--- src/rtl/defines.sv ---
// Shared pipeline encodings for the 5-stage RISC-V core.
// Zero in every enum is the "do nothing" value, so an all-zero bundle is a NOP.
package defines;

    localparam int DATA_WIDTH = 32;

    typedef enum logic [1:0] {
        WB_NONE = 2'd0,
        WB_ALU  = 2'd1,
        WB_MEM  = 2'd2,
        WB_PC4  = 2'd3
    } wb_sel_e;

    typedef enum logic [1:0] {
        FW_NONE    = 2'd0,
        FW_MEM_ALU = 2'd1,
        FW_WB_DATA = 2'd2,
        FW_RSVD    = 2'd3
    } fw_sel_e;

    typedef enum logic [2:0] {
        ALUOP_NONE        = 3'd0,
        ALUOP_RTYPE       = 3'd1,
        ALUOP_ITYPE_ARITH = 3'd2,
        ALUOP_LOAD        = 3'd3,
        ALUOP_STORE       = 3'd4,
        ALUOP_BRANCH      = 3'd5,
        ALUOP_LUI         = 3'd6,
        ALUOP_AUIPC       = 3'd7
    } alu_op_e;

endpackage

--- src/rtl/id_to_ex_if.sv ---
// ID/EX bundle: decode drives the ID_* side, the pipeline register drives EX_*.
// There is no handshake: the register loads unconditionally every edge.
interface id_to_ex_if;
    import defines::*;

    wb_sel_e                 ID_WBSel_i,       EX_WBSel_o;
    fw_sel_e                 ID_forwardA_i,    EX_forwardA_o;
    fw_sel_e                 ID_forwardB_i,    EX_forwardB_o;
    logic                    ID_MemRead_i,     EX_MemRead_o;
    logic                    ID_MemWrite_i,    EX_MemWrite_o;
    logic                    ID_RegWrite_i,    EX_RegWrite_o;
    alu_op_e                 ID_ALUOp_i,       EX_ALUOp_o;
    logic                    ID_ALUOpSrc1_i,   EX_ALUOpSrc1_o;
    logic                    ID_ALUOpSrc2_i,   EX_ALUOpSrc2_o;
    logic [DATA_WIDTH-1:0]   ID_instruction_i, EX_instruction_o;
    logic [DATA_WIDTH-1:0]   ID_rd_data1_i,    EX_rd_data1_o;
    logic [DATA_WIDTH-1:0]   ID_rd_data2_i,    EX_rd_data2_o;
    logic [DATA_WIDTH-1:0]   ID_imm_i,         EX_imm_o;
    logic [DATA_WIDTH-1:0]   ID_pc_i,          EX_pc_o;
    logic [DATA_WIDTH-1:0]   ID_pc_plus4_i,    EX_pc_plus4_o;

    modport master (
        output ID_WBSel_i, ID_forwardA_i, ID_forwardB_i, ID_MemRead_i, ID_MemWrite_i,
               ID_RegWrite_i, ID_ALUOp_i, ID_ALUOpSrc1_i, ID_ALUOpSrc2_i, ID_instruction_i,
               ID_rd_data1_i, ID_rd_data2_i, ID_imm_i, ID_pc_i, ID_pc_plus4_i,
        input  EX_WBSel_o, EX_forwardA_o, EX_forwardB_o, EX_MemRead_o, EX_MemWrite_o,
               EX_RegWrite_o, EX_ALUOp_o, EX_ALUOpSrc1_o, EX_ALUOpSrc2_o, EX_instruction_o,
               EX_rd_data1_o, EX_rd_data2_o, EX_imm_o, EX_pc_o, EX_pc_plus4_o
    );

    modport slave (
        input  ID_WBSel_i, ID_forwardA_i, ID_forwardB_i, ID_MemRead_i, ID_MemWrite_i,
               ID_RegWrite_i, ID_ALUOp_i, ID_ALUOpSrc1_i, ID_ALUOpSrc2_i, ID_instruction_i,
               ID_rd_data1_i, ID_rd_data2_i, ID_imm_i, ID_pc_i, ID_pc_plus4_i,
        output EX_WBSel_o, EX_forwardA_o, EX_forwardB_o, EX_MemRead_o, EX_MemWrite_o,
               EX_RegWrite_o, EX_ALUOp_o, EX_ALUOpSrc1_o, EX_ALUOpSrc2_o, EX_instruction_o,
               EX_rd_data1_o, EX_rd_data2_o, EX_imm_o, EX_pc_o, EX_pc_plus4_o
    );

endinterface

--- src/rtl/id_to_ex.sv ---
// ID/EX pipeline register. Loads the decode bundle every edge; reset or flush
// replaces it with the all-zero NOP bundle so nothing writes memory or the register file.
module id_to_ex
    import defines::*;
(
    input  logic        clk,
    input  logic        rst,
    input  logic        flush_i,
    id_to_ex_if.slave   bus
);

    typedef struct packed {
        wb_sel_e               wb_sel;
        fw_sel_e               forward_a;
        fw_sel_e               forward_b;
        logic                  mem_read;
        logic                  mem_write;
        logic                  reg_write;
        alu_op_e               alu_op;
        logic                  alu_src1;
        logic                  alu_src2;
        logic [DATA_WIDTH-1:0] instruction;
        logic [DATA_WIDTH-1:0] rd_data1;
        logic [DATA_WIDTH-1:0] rd_data2;
        logic [DATA_WIDTH-1:0] imm;
        logic [DATA_WIDTH-1:0] pc;
        logic [DATA_WIDTH-1:0] pc_plus4;
    } ex_bundle_t;

    ex_bundle_t bundle_d;
    ex_bundle_t bundle_q;

    // Flush discards the decode bundle; the zero default is the bubble.
    always_comb begin
        bundle_d = '0;
        if (!flush_i) begin
            bundle_d.wb_sel      = bus.ID_WBSel_i;
            bundle_d.forward_a   = bus.ID_forwardA_i;
            bundle_d.forward_b   = bus.ID_forwardB_i;
            bundle_d.mem_read    = bus.ID_MemRead_i;
            bundle_d.mem_write   = bus.ID_MemWrite_i;
            bundle_d.reg_write   = bus.ID_RegWrite_i;
            bundle_d.alu_op      = bus.ID_ALUOp_i;
            bundle_d.alu_src1    = bus.ID_ALUOpSrc1_i;
            bundle_d.alu_src2    = bus.ID_ALUOpSrc2_i;
            bundle_d.instruction = bus.ID_instruction_i;
            bundle_d.rd_data1    = bus.ID_rd_data1_i;
            bundle_d.rd_data2    = bus.ID_rd_data2_i;
            bundle_d.imm         = bus.ID_imm_i;
            bundle_d.pc          = bus.ID_pc_i;
            bundle_d.pc_plus4    = bus.ID_pc_plus4_i;
        end
    end

    always_ff @(posedge clk) begin
        if (rst) begin
            bundle_q <= '0;
        end else begin
            bundle_q <= bundle_d;
        end
    end

    assign bus.EX_WBSel_o       = bundle_q.wb_sel;
    assign bus.EX_forwardA_o    = bundle_q.forward_a;
    assign bus.EX_forwardB_o    = bundle_q.forward_b;
    assign bus.EX_MemRead_o     = bundle_q.mem_read;
    assign bus.EX_MemWrite_o    = bundle_q.mem_write;
    assign bus.EX_RegWrite_o    = bundle_q.reg_write;
    assign bus.EX_ALUOp_o       = bundle_q.alu_op;
    assign bus.EX_ALUOpSrc1_o   = bundle_q.alu_src1;
    assign bus.EX_ALUOpSrc2_o   = bundle_q.alu_src2;
    assign bus.EX_instruction_o = bundle_q.instruction;
    assign bus.EX_rd_data1_o    = bundle_q.rd_data1;
    assign bus.EX_rd_data2_o    = bundle_q.rd_data2;
    assign bus.EX_imm_o         = bundle_q.imm;
    assign bus.EX_pc_o          = bundle_q.pc;
    assign bus.EX_pc_plus4_o    = bundle_q.pc_plus4;

endmodule

--- src/flat_wrapper.sv ---
// flat-port wrapper written by rule: the top's interface ports become plain ports
module id_to_ex_flat import defines::*;
  (clk, rst, flush_i, bus_ID_WBSel_i, bus_ID_forwardA_i, bus_ID_forwardB_i, bus_ID_MemRead_i, bus_ID_MemWrite_i, bus_ID_RegWrite_i, bus_ID_ALUOp_i, bus_ID_ALUOpSrc1_i, bus_ID_ALUOpSrc2_i, bus_ID_instruction_i, bus_ID_rd_data1_i, bus_ID_rd_data2_i, bus_ID_imm_i, bus_ID_pc_i, bus_ID_pc_plus4_i, bus_EX_WBSel_o, bus_EX_forwardA_o, bus_EX_forwardB_o, bus_EX_MemRead_o, bus_EX_MemWrite_o, bus_EX_RegWrite_o, bus_EX_ALUOp_o, bus_EX_ALUOpSrc1_o, bus_EX_ALUOpSrc2_o, bus_EX_instruction_o, bus_EX_rd_data1_o, bus_EX_rd_data2_o, bus_EX_imm_o, bus_EX_pc_o, bus_EX_pc_plus4_o);
  id_to_ex_if bus_i ();
  input  logic clk;
  input  logic rst;
  input  logic flush_i;
  input wire logic [$bits(bus_i.ID_WBSel_i)-1:0] bus_ID_WBSel_i;
  input wire logic [$bits(bus_i.ID_forwardA_i)-1:0] bus_ID_forwardA_i;
  input wire logic [$bits(bus_i.ID_forwardB_i)-1:0] bus_ID_forwardB_i;
  input wire logic [$bits(bus_i.ID_MemRead_i)-1:0] bus_ID_MemRead_i;
  input wire logic [$bits(bus_i.ID_MemWrite_i)-1:0] bus_ID_MemWrite_i;
  input wire logic [$bits(bus_i.ID_RegWrite_i)-1:0] bus_ID_RegWrite_i;
  input wire logic [$bits(bus_i.ID_ALUOp_i)-1:0] bus_ID_ALUOp_i;
  input wire logic [$bits(bus_i.ID_ALUOpSrc1_i)-1:0] bus_ID_ALUOpSrc1_i;
  input wire logic [$bits(bus_i.ID_ALUOpSrc2_i)-1:0] bus_ID_ALUOpSrc2_i;
  input wire logic [$bits(bus_i.ID_instruction_i)-1:0] bus_ID_instruction_i;
  input wire logic [$bits(bus_i.ID_rd_data1_i)-1:0] bus_ID_rd_data1_i;
  input wire logic [$bits(bus_i.ID_rd_data2_i)-1:0] bus_ID_rd_data2_i;
  input wire logic [$bits(bus_i.ID_imm_i)-1:0] bus_ID_imm_i;
  input wire logic [$bits(bus_i.ID_pc_i)-1:0] bus_ID_pc_i;
  input wire logic [$bits(bus_i.ID_pc_plus4_i)-1:0] bus_ID_pc_plus4_i;
  output wire logic [$bits(bus_i.EX_WBSel_o)-1:0] bus_EX_WBSel_o;
  output wire logic [$bits(bus_i.EX_forwardA_o)-1:0] bus_EX_forwardA_o;
  output wire logic [$bits(bus_i.EX_forwardB_o)-1:0] bus_EX_forwardB_o;
  output wire logic [$bits(bus_i.EX_MemRead_o)-1:0] bus_EX_MemRead_o;
  output wire logic [$bits(bus_i.EX_MemWrite_o)-1:0] bus_EX_MemWrite_o;
  output wire logic [$bits(bus_i.EX_RegWrite_o)-1:0] bus_EX_RegWrite_o;
  output wire logic [$bits(bus_i.EX_ALUOp_o)-1:0] bus_EX_ALUOp_o;
  output wire logic [$bits(bus_i.EX_ALUOpSrc1_o)-1:0] bus_EX_ALUOpSrc1_o;
  output wire logic [$bits(bus_i.EX_ALUOpSrc2_o)-1:0] bus_EX_ALUOpSrc2_o;
  output wire logic [$bits(bus_i.EX_instruction_o)-1:0] bus_EX_instruction_o;
  output wire logic [$bits(bus_i.EX_rd_data1_o)-1:0] bus_EX_rd_data1_o;
  output wire logic [$bits(bus_i.EX_rd_data2_o)-1:0] bus_EX_rd_data2_o;
  output wire logic [$bits(bus_i.EX_imm_o)-1:0] bus_EX_imm_o;
  output wire logic [$bits(bus_i.EX_pc_o)-1:0] bus_EX_pc_o;
  output wire logic [$bits(bus_i.EX_pc_plus4_o)-1:0] bus_EX_pc_plus4_o;
  assign bus_i.ID_WBSel_i = bus_ID_WBSel_i;
  assign bus_i.ID_forwardA_i = bus_ID_forwardA_i;
  assign bus_i.ID_forwardB_i = bus_ID_forwardB_i;
  assign bus_i.ID_MemRead_i = bus_ID_MemRead_i;
  assign bus_i.ID_MemWrite_i = bus_ID_MemWrite_i;
  assign bus_i.ID_RegWrite_i = bus_ID_RegWrite_i;
  assign bus_i.ID_ALUOp_i = bus_ID_ALUOp_i;
  assign bus_i.ID_ALUOpSrc1_i = bus_ID_ALUOpSrc1_i;
  assign bus_i.ID_ALUOpSrc2_i = bus_ID_ALUOpSrc2_i;
  assign bus_i.ID_instruction_i = bus_ID_instruction_i;
  assign bus_i.ID_rd_data1_i = bus_ID_rd_data1_i;
  assign bus_i.ID_rd_data2_i = bus_ID_rd_data2_i;
  assign bus_i.ID_imm_i = bus_ID_imm_i;
  assign bus_i.ID_pc_i = bus_ID_pc_i;
  assign bus_i.ID_pc_plus4_i = bus_ID_pc_plus4_i;
  assign bus_EX_WBSel_o = bus_i.EX_WBSel_o;
  assign bus_EX_forwardA_o = bus_i.EX_forwardA_o;
  assign bus_EX_forwardB_o = bus_i.EX_forwardB_o;
  assign bus_EX_MemRead_o = bus_i.EX_MemRead_o;
  assign bus_EX_MemWrite_o = bus_i.EX_MemWrite_o;
  assign bus_EX_RegWrite_o = bus_i.EX_RegWrite_o;
  assign bus_EX_ALUOp_o = bus_i.EX_ALUOp_o;
  assign bus_EX_ALUOpSrc1_o = bus_i.EX_ALUOpSrc1_o;
  assign bus_EX_ALUOpSrc2_o = bus_i.EX_ALUOpSrc2_o;
  assign bus_EX_instruction_o = bus_i.EX_instruction_o;
  assign bus_EX_rd_data1_o = bus_i.EX_rd_data1_o;
  assign bus_EX_rd_data2_o = bus_i.EX_rd_data2_o;
  assign bus_EX_imm_o = bus_i.EX_imm_o;
  assign bus_EX_pc_o = bus_i.EX_pc_o;
  assign bus_EX_pc_plus4_o = bus_i.EX_pc_plus4_o;
  id_to_ex u_core (.clk(clk), .rst(rst), .flush_i(flush_i), .bus(bus_i));
endmodule
--- config.mk ---
export PLATFORM = sky130hd
export DESIGN_NAME = id_to_ex_flat
export DESIGN_NICKNAME = d
export VERILOG_FILES = /design/src/rtl/defines.sv /design/src/rtl/id_to_ex_if.sv /design/src/rtl/id_to_ex.sv /design/src/flat_wrapper.sv
export SDC_FILE = /design/constraint.sdc
export NUM_CORES = 1
export LEC_CHECK = 0
export CAP_MARGIN = 20
export CORE_AREA = 2 2 160 162
export CTS_BUF_LIST = sky130_fd_sc_hd__clkbuf_4
export CTS_CLUSTER_DIAMETER = 30
export CTS_CLUSTER_SIZE = 24
export DETAILED_ROUTE_END_ITERATION = 7
export DIE_AREA = 0 0 162 164
export PLACE_DENSITY = 0.7
export SYNTH_ARGS = -nofsm -noshare
export SYNTH_HDL_FRONTEND = slang
export SYNTH_SLANG_ARGS = --single-unit
export TNS_END_PERCENT = 50
--- constraint.sdc ---
create_clock -name clk -period 0.8 [get_ports clk]
set_input_delay 0.12 -clock clk [delete_from_list [all_inputs] [get_ports clk]]
set_output_delay 0.12 -clock clk [all_outputs]
set_load 0.03 [all_outputs]
==> results.py, run 1 <==
metrics = {
    "sta": {
        "fin_crit_sh": 1.53,
        "period_minus_slack_ns": 1.23,
        "hold_slack_ns": 0.0727,
        "tightest_slew_ns": 0.779,
        "grt_setup_unrepaired": "true",
        "fmax_mhz": 816,
        "setup-tns-final_ns": -76.00,
        "setup_viol": 240,
        "slew_violations": 0,
        "relSlewSlack": 0.481,
        "fin_ws_ns": -0.425,
        "finalHoldViolCount": 0,
    },
    "setup_path": {
        "required_ns": 0.68,
        "crit_chain": "buf_6",
        "critical-path-top-delay-family": "flip-flops",
        "critPathCaptureType": "primary output",
        "start_kind": "flip-flop",
        "path_max_fanout": 1,
        "cp_slowest_cell": "dfxtp_2",
        "critPathArrivalTime_ns": 1.11,
        "max_stage_delay_ns": 0.37,
        "critPathBufInv": 1,
        "path_class": "flip-flop to primary output",
    },
    "synth": {
        "netlist.area_leader.share": 0.606,
        "yosys_warnings": 0,
        "syn-num-nets": 667,
        "yosys.area.top_type": "dfxtp_1",
        "synth-seq-area-share": 0.606,
        "synth.avg_cell_area_sq_um": 14.9,
        "syn-cell-area_sq_mm": 0.00681,
        "syn_inst": 458,
        "synth_area_leaders": "dfxtp_1, nor3b_2, nor3b_1, buf_6, buf_2",
        "synth.distinct_cells": 6,
        "ys_ff_latch": 206,
    },
    "placed_design": {
        "io_buffer_count": 414,
        "gp_congestion": 0.792,
        "place_ws_ns": -0.178,
        "place_area_sq_mm": 0.0107,
        "hpwl_mm": 15.1,
        "dp_cells": 1186,
    },
    "routing": {
        "ant_nets": 0,
        "drt_iter0_drc": 168,
        "drc_errors": 0,
        "vias": 5244,
        "avgRoutedWirePerCell_um": 17.3,
        "wirelength_mm": 22.2,
        "via_per_inst": 4.09,
        "firstDrtPassIters": 6,
    },
    "die": {
        "start_util": 0.274,
        "die_area_sq_mm": 0.0266,
        "die_h_um": 164,
        "dieWidth_um": 162,
        "num_rows": 58,
        "ios": 415,
        "core_area_sq_mm": 0.0248,
    },
    "finish": {
        "regArea_sq_mm": 0.00438,
        "design_area_sq_mm": 0.0126,
        "area_growth_pct": 85.5,
        "drive_gt1_frac": 0.686,
        "layoutNonFillerInstCount": 1281,
        "final_cell_mix": "clkdlybuf4s50_1, dfxtp_2, buf_6",
        "num-fill-cells": 2180,
        "final_net_count": 1129,
        "multi_input_area_sq_mm": 0.00226,
    },
    "status": {
        "violations": "negative setup slack",
        "outcome": "finished with violations",
    },
    "clock_network": {
        "cts.clk_slew.worst_paths_ns": 0.09,
        "cts-root-buf": "clkbuf_4",
        "htree_levels": 2,
        "post_cts_buffers": 0,
        "clk_path_buf_depth": 3,
        "numCtsBuffers": 43,
        "cts_tree": "done",
        "cts_sinks": 206,
    },
    "grt": {
        "grt_max_degree": 46,
        "grt_antenna_before_repair": 1,
        "grt-ovfl-total": 0,
        "grt_use_total": 0.160,
        "grt_pass1_wl_mm": 32.4,
        "first_global_vias": 5688,
    },
    "hold_path": {
        "min_path_type": "input port to flip-flop",
    },
    "power_and_ir_drop": {
        "vdd_drop_max_mv": 1.31,
        "p_per_area_mw_per_mm2": 1900,
        "leakagePower_nw": 5.05,
    },
    "job": {
        "maxCapViolations": 0,
    },
}
## area by class of cell
| class | count | share of cell area |
|---|---|---|
| repair buffers | 463 | 0.391 |
| flip-flops and latches | 206 | 0.347 |
| multi-input cells | 206 | 0.179 |
| well taps | 330 | 0.0327 |
| clock buffers | 50 | 0.0297 |
| clock inverters | 25 | 0.0210 |
| diodes | 1 | 0.000198 |
## metal layers
layer | track usage | vias to the layer above | routed length, um
met5 | 0 | - | 0
met1 | 0.177 | 2419 | 8180
li1 | - | 2512 | -
met2 | 0.275 | 259 | 11300
met3 | 0.0543 | 54 | 1900
met4 | 0.0756 | 0 | 813
## cells in the mapped netlist
cell,n
nor3b_2,140
dfxtp_1,206
buf_6,33
buf_2,12
nor3b_1,66
clkbuf_1,1
## sequential cells by signal (all words and copies together), names as in the netlist
| register | cells |
|---|---|
| u_core.bus.EX_ALUOpSrc2_o | 1 |
| u_core.bus.EX_WBSel_o | 2 |
| u_core.bus.EX_rd_data1_o | 32 |
| u_core.bus.EX_MemRead_o | 1 |
| u_core.bus.EX_MemWrite_o | 1 |
| u_core.bus.EX_instruction_o | 32 |
| u_core.bus.EX_forwardA_o | 2 |
| u_core.bus.EX_forwardB_o | 2 |
| u_core.bus.EX_pc_o | 32 |
| u_core.bus.EX_imm_o | 32 |
| u_core.bus.EX_RegWrite_o | 1 |
| u_core.bus.EX_ALUOpSrc1_o | 1 |
| u_core.bus.EX_pc_plus4_o | 32 |
| u_core.bus.EX_ALUOp_o | 3 |
| u_core.bus.EX_rd_data2_o | 32 |
## worst paths after layout
| check | start | cells past startpoint | endpoint |
|---|---|---|---|
| worst min-delay path | bus_ID_instruction_i[4] | 2 | u_core.bus.EX_instruction_o[4] |
| worst max-delay path | u_core.bus.EX_instruction_o[21] | 1 | bus_EX_instruction_o[21] |
## cells by family after synthesis
| logic type | synth area share |
|---|---|
| buffers and inverters | 0.0640 |
| AND/OR/NAND/NOR | 0.330 |
| flip-flops | 0.606 |
## power by group
group	internal, W	total (W)	switching (W)
Clock	0.00500	0.00908	0.00408
Sequential	0.0107	0.0110	0.000213
Combinational	0.00222	0.00399	0.00177
## metrics by stage
step	util	power, W
final	0.509	0.0240
after global routing	0.509	0.0251
after CTS	0.506	0.0243
after detailed placement	0.433	0.0147
after global placement	0.433	0.0147
after floorplan	-	0.0128
## repair_timing
| action | 4_1_cts | 5_1_grt |
|---|---|---|
| hold endpoints to repair | 52 | 10 |
| gates resized for setup | 410 | 10 |
| hold buffers | 15 | 4 |
| setup endpoints to repair | 206 | 409 |
No activity file was read; power rests on OpenSTA's default activity.
==> inputs of run 2 (changes only) <==
--- a/config.mk
+++ b/config.mk
@@ -12,6 +12,7 @@
 export CTS_CLUSTER_SIZE = 24
 export DETAILED_ROUTE_END_ITERATION = 7
 export DIE_AREA = 0 0 162 164
+export GPL_TIMING_DRIVEN = 0
 export PLACE_DENSITY = 0.7
 export SYNTH_ARGS = -nofsm -noshare
 export SYNTH_HDL_FRONTEND = slang
==> results.py, run 2 (synthesized netlist as in run 1, its figures left out) <==
metrics = {
    "grt": {
        "grt-ovfl-total": 0,
        "first_global_vias": 6117,
        "grt_use_total": 0.168,
        "grt_antenna_before_repair": 2,
        "grt_max_degree": 13,
        "grt_pass1_wl_mm": 34.2,
    },
    "finish": {
        "regArea_sq_mm": 0.00438,
        "final_common_cell": "buf_6",
        "drive_gt1_frac": 0.658,
        "multi_input_area_sq_mm": 0.00230,
        "final_cell_mix": "buf_6, clkdlybuf4s50_1, dfxtp_2",
        "num-fill-cells": 2090,
        "design_area_sq_mm": 0.0135,
        "area_growth_pct": 98.1,
        "final_net_count": 1214,
    },
    "placed_design": {
        "gp_congestion": 0.775,
        "hpwl_mm": 16.4,
        "io_buffer_count": 412,
        "place_area_sq_mm": 0.0113,
        "place_ws_ns": -0.382,
    },
    "routing": {
        "via_per_inst": 4.10,
        "avgRoutedWirePerCell_um": 17.2,
        "drc_errors": 0,
        "firstDrtPassIters": 4,
        "ant_nets": 0,
        "vias": 5640,
        "wirelength_mm": 23.6,
        "drt_iter0_drc": 184,
    },
    "power_and_ir_drop": {
        "leakagePower_nw": 5.42,
        "seqPwrFrac": 0.440,
        "p_per_area_mw_per_mm2": 1840,
        "p_switching_w": 0.00650,
        "p_int_w": 0.0184,
        "clock_power_share": 0.385,
        "p_comb_frac": 0.175,
        "vdd_drop_max_mv": 1.22,
        "sw_frac_of_total": 0.262,
    },
    "setup_path": {
        "cp_slowest_cell": "dfxtp_2",
        "path_class": "flip-flop to primary output",
        "crit_chain": "buf_6",
        "critical-path-top-delay-family": "flip-flops",
        "required_ns": 0.68,
        "critPathArrivalTime_ns": 1.13,
        "path_max_fanout": 1,
        "max_stage_delay_ns": 0.35,
        "critPathBufInv": 1,
        "start_kind": "flip-flop",
        "startpoint": "u_core.bus.EX_instruction_o[30]",
        "critPathCaptureType": "primary output",
    },
    "hold_path": {
        "min_from": "bus_ID_instruction_i[20]",
        "min_path_type": "input port to flip-flop",
        "hold_depth": 2,
        "min_to": "u_core.bus.EX_instruction_o[20]",
    },
    "clock_network": {
        "cts_sinks": 206,
        "clk_path_buf_depth": 3,
        "numCtsBuffers": 47,
        "cts-root-buf": "clkbuf_4",
        "cts_tree": "done",
        "cts.clk_slew.worst_paths_ns": 0.10,
        "post_cts_buffers": 0,
        "htree_levels": 2,
    },
    "die": {
        "ios": 415,
        "start_util": 0.274,
        "die_area_sq_mm": 0.0266,
        "dieWidth_um": 162,
        "die_h_um": 164,
        "core_area_sq_mm": 0.0248,
        "num_rows": 58,
    },
    "sta": {
        "fin_ws_ns": -0.445,
        "finalHoldViolCount": 0,
        "fmax_mhz": 803,
        "setup_viol": 212,
        "relSlewSlack": 0.697,
        "fin_crit_sh": 1.56,
        "grt_setup_unrepaired": "true",
        "slew_violations": 0,
        "period_minus_slack_ns": 1.25,
        "tightest_slew_ns": 0.455,
    },
    "status": {
        "violations": "negative setup slack",
        "outcome": "finished with violations",
    },
    "job": {
        "maxCapViolations": 0,
    },
}
==> run 2: changes by cell type in the layout (fill, tap and decap cells not counted), moves of 3 or more <==
| cell | delta |
|---|---|
| buf_6 | +35 |
| buf_2 | +10 |
| buf_12 | -8 |
| buf_4 | -24 |
| nor3b_1 | -8 |
| clkinv_1 | -3 |
| inv_2 | +3 |
| dlygate4sd3_1 | +71 |
| nor3b_2 | +8 |
| clkbuf_4 | +8 |
==> run 2: stage by stage <==
step,TNS [ns],instances,total power [W],hold slack (ns),utilization
floorplan,0,458,0.0128,0.277,-
detailed placement,-86.61,1200,0.0149,0.532,0.457
global placement,-83.12,1200,0.0148,0.533,0.457
global route,-99.10,1374,0.0259,0.000903,0.543
CTS,-101.97,1372,0.0249,0.000133,0.521
finish,-81.92,1374,0.0249,0.0572,0.543
==> run 2: final cells by class <==
type / instances / share of cell area
Clock buffer: 57 / 0.0317
Buffer: 46 / 0.0327
Multi-Input combinational cell: 206 / 0.170
Antenna cell: 2 / 0.000371
Tap cell: 330 / 0.0306
Clock inverter: 29 / 0.0200
Timing Repair Buffer: 498 / 0.389
Sequential cell: 206 / 0.325
==> run 2: worst max-delay path by stage <==
stage,cells after the start,to
global placement,1,bus_EX_rd_data1_o[9]
CTS,1,bus_EX_MemRead_o
floorplan,4,u_core.bus.EX_imm_o[0]
global route,1,bus_EX_instruction_o[2]
detailed placement,1,bus_EX_rd_data1_o[9]
finish,1,bus_EX_instruction_o[30]
==> run 2: repair_timing <==
action / 4_1_cts / 5_1_grt
pin swaps: 0 / 0
endpoints found under the hold margin: 110 / 0
resized for setup: 1456 / 268
endpoints found under the setup margin: 206 / 295
hold buffers: 86 / 0
==> run 2: power by group through the flow <==
stage	Sequential [W]	Clock, W	Combinational [W]
2_1_floorplan	0.0119	0	0.000989
3_3_place_gp	0.0110	0	0.00385
3_5_place_dp	0.0110	0	0.00387
4_1_cts	0.0109	0.00985	0.00419
5_1_grt	0.0110	0.0104	0.00457
6_report	0.0109	0.00956	0.00436
==> run 2: per-layer routing <==
layer | track usage | vias to the layer above | part of all wire
met1 | 0.175 | 2639 | 0.36
li1 | - | 2692 | -
met2 | 0.307 | 265 | 0.53
met5 | 0 | - | 0
met4 | 0.0720 | 0 | 0.029
met3 | 0.0593 | 44 | 0.084
==> inputs of run 3 (changes only) <==
--- a/config.mk
+++ b/config.mk
@@ -5,13 +5,13 @@
 export SDC_FILE = /design/constraint.sdc
 export NUM_CORES = 1
 export LEC_CHECK = 0
-export CAP_MARGIN = 20
 export CORE_AREA = 2 2 160 162
 export CTS_BUF_LIST = sky130_fd_sc_hd__clkbuf_4
 export CTS_CLUSTER_DIAMETER = 30
 export CTS_CLUSTER_SIZE = 24
 export DETAILED_ROUTE_END_ITERATION = 7
 export DIE_AREA = 0 0 162 164
+export GPL_ROUTABILITY_DRIVEN = 1
 export GPL_TIMING_DRIVEN = 0
 export PLACE_DENSITY = 0.7
 export SYNTH_ARGS = -nofsm -noshare
==> results of run 3 <==
Same layout as run 2: the final DEF is identical, and so are final timing and power.
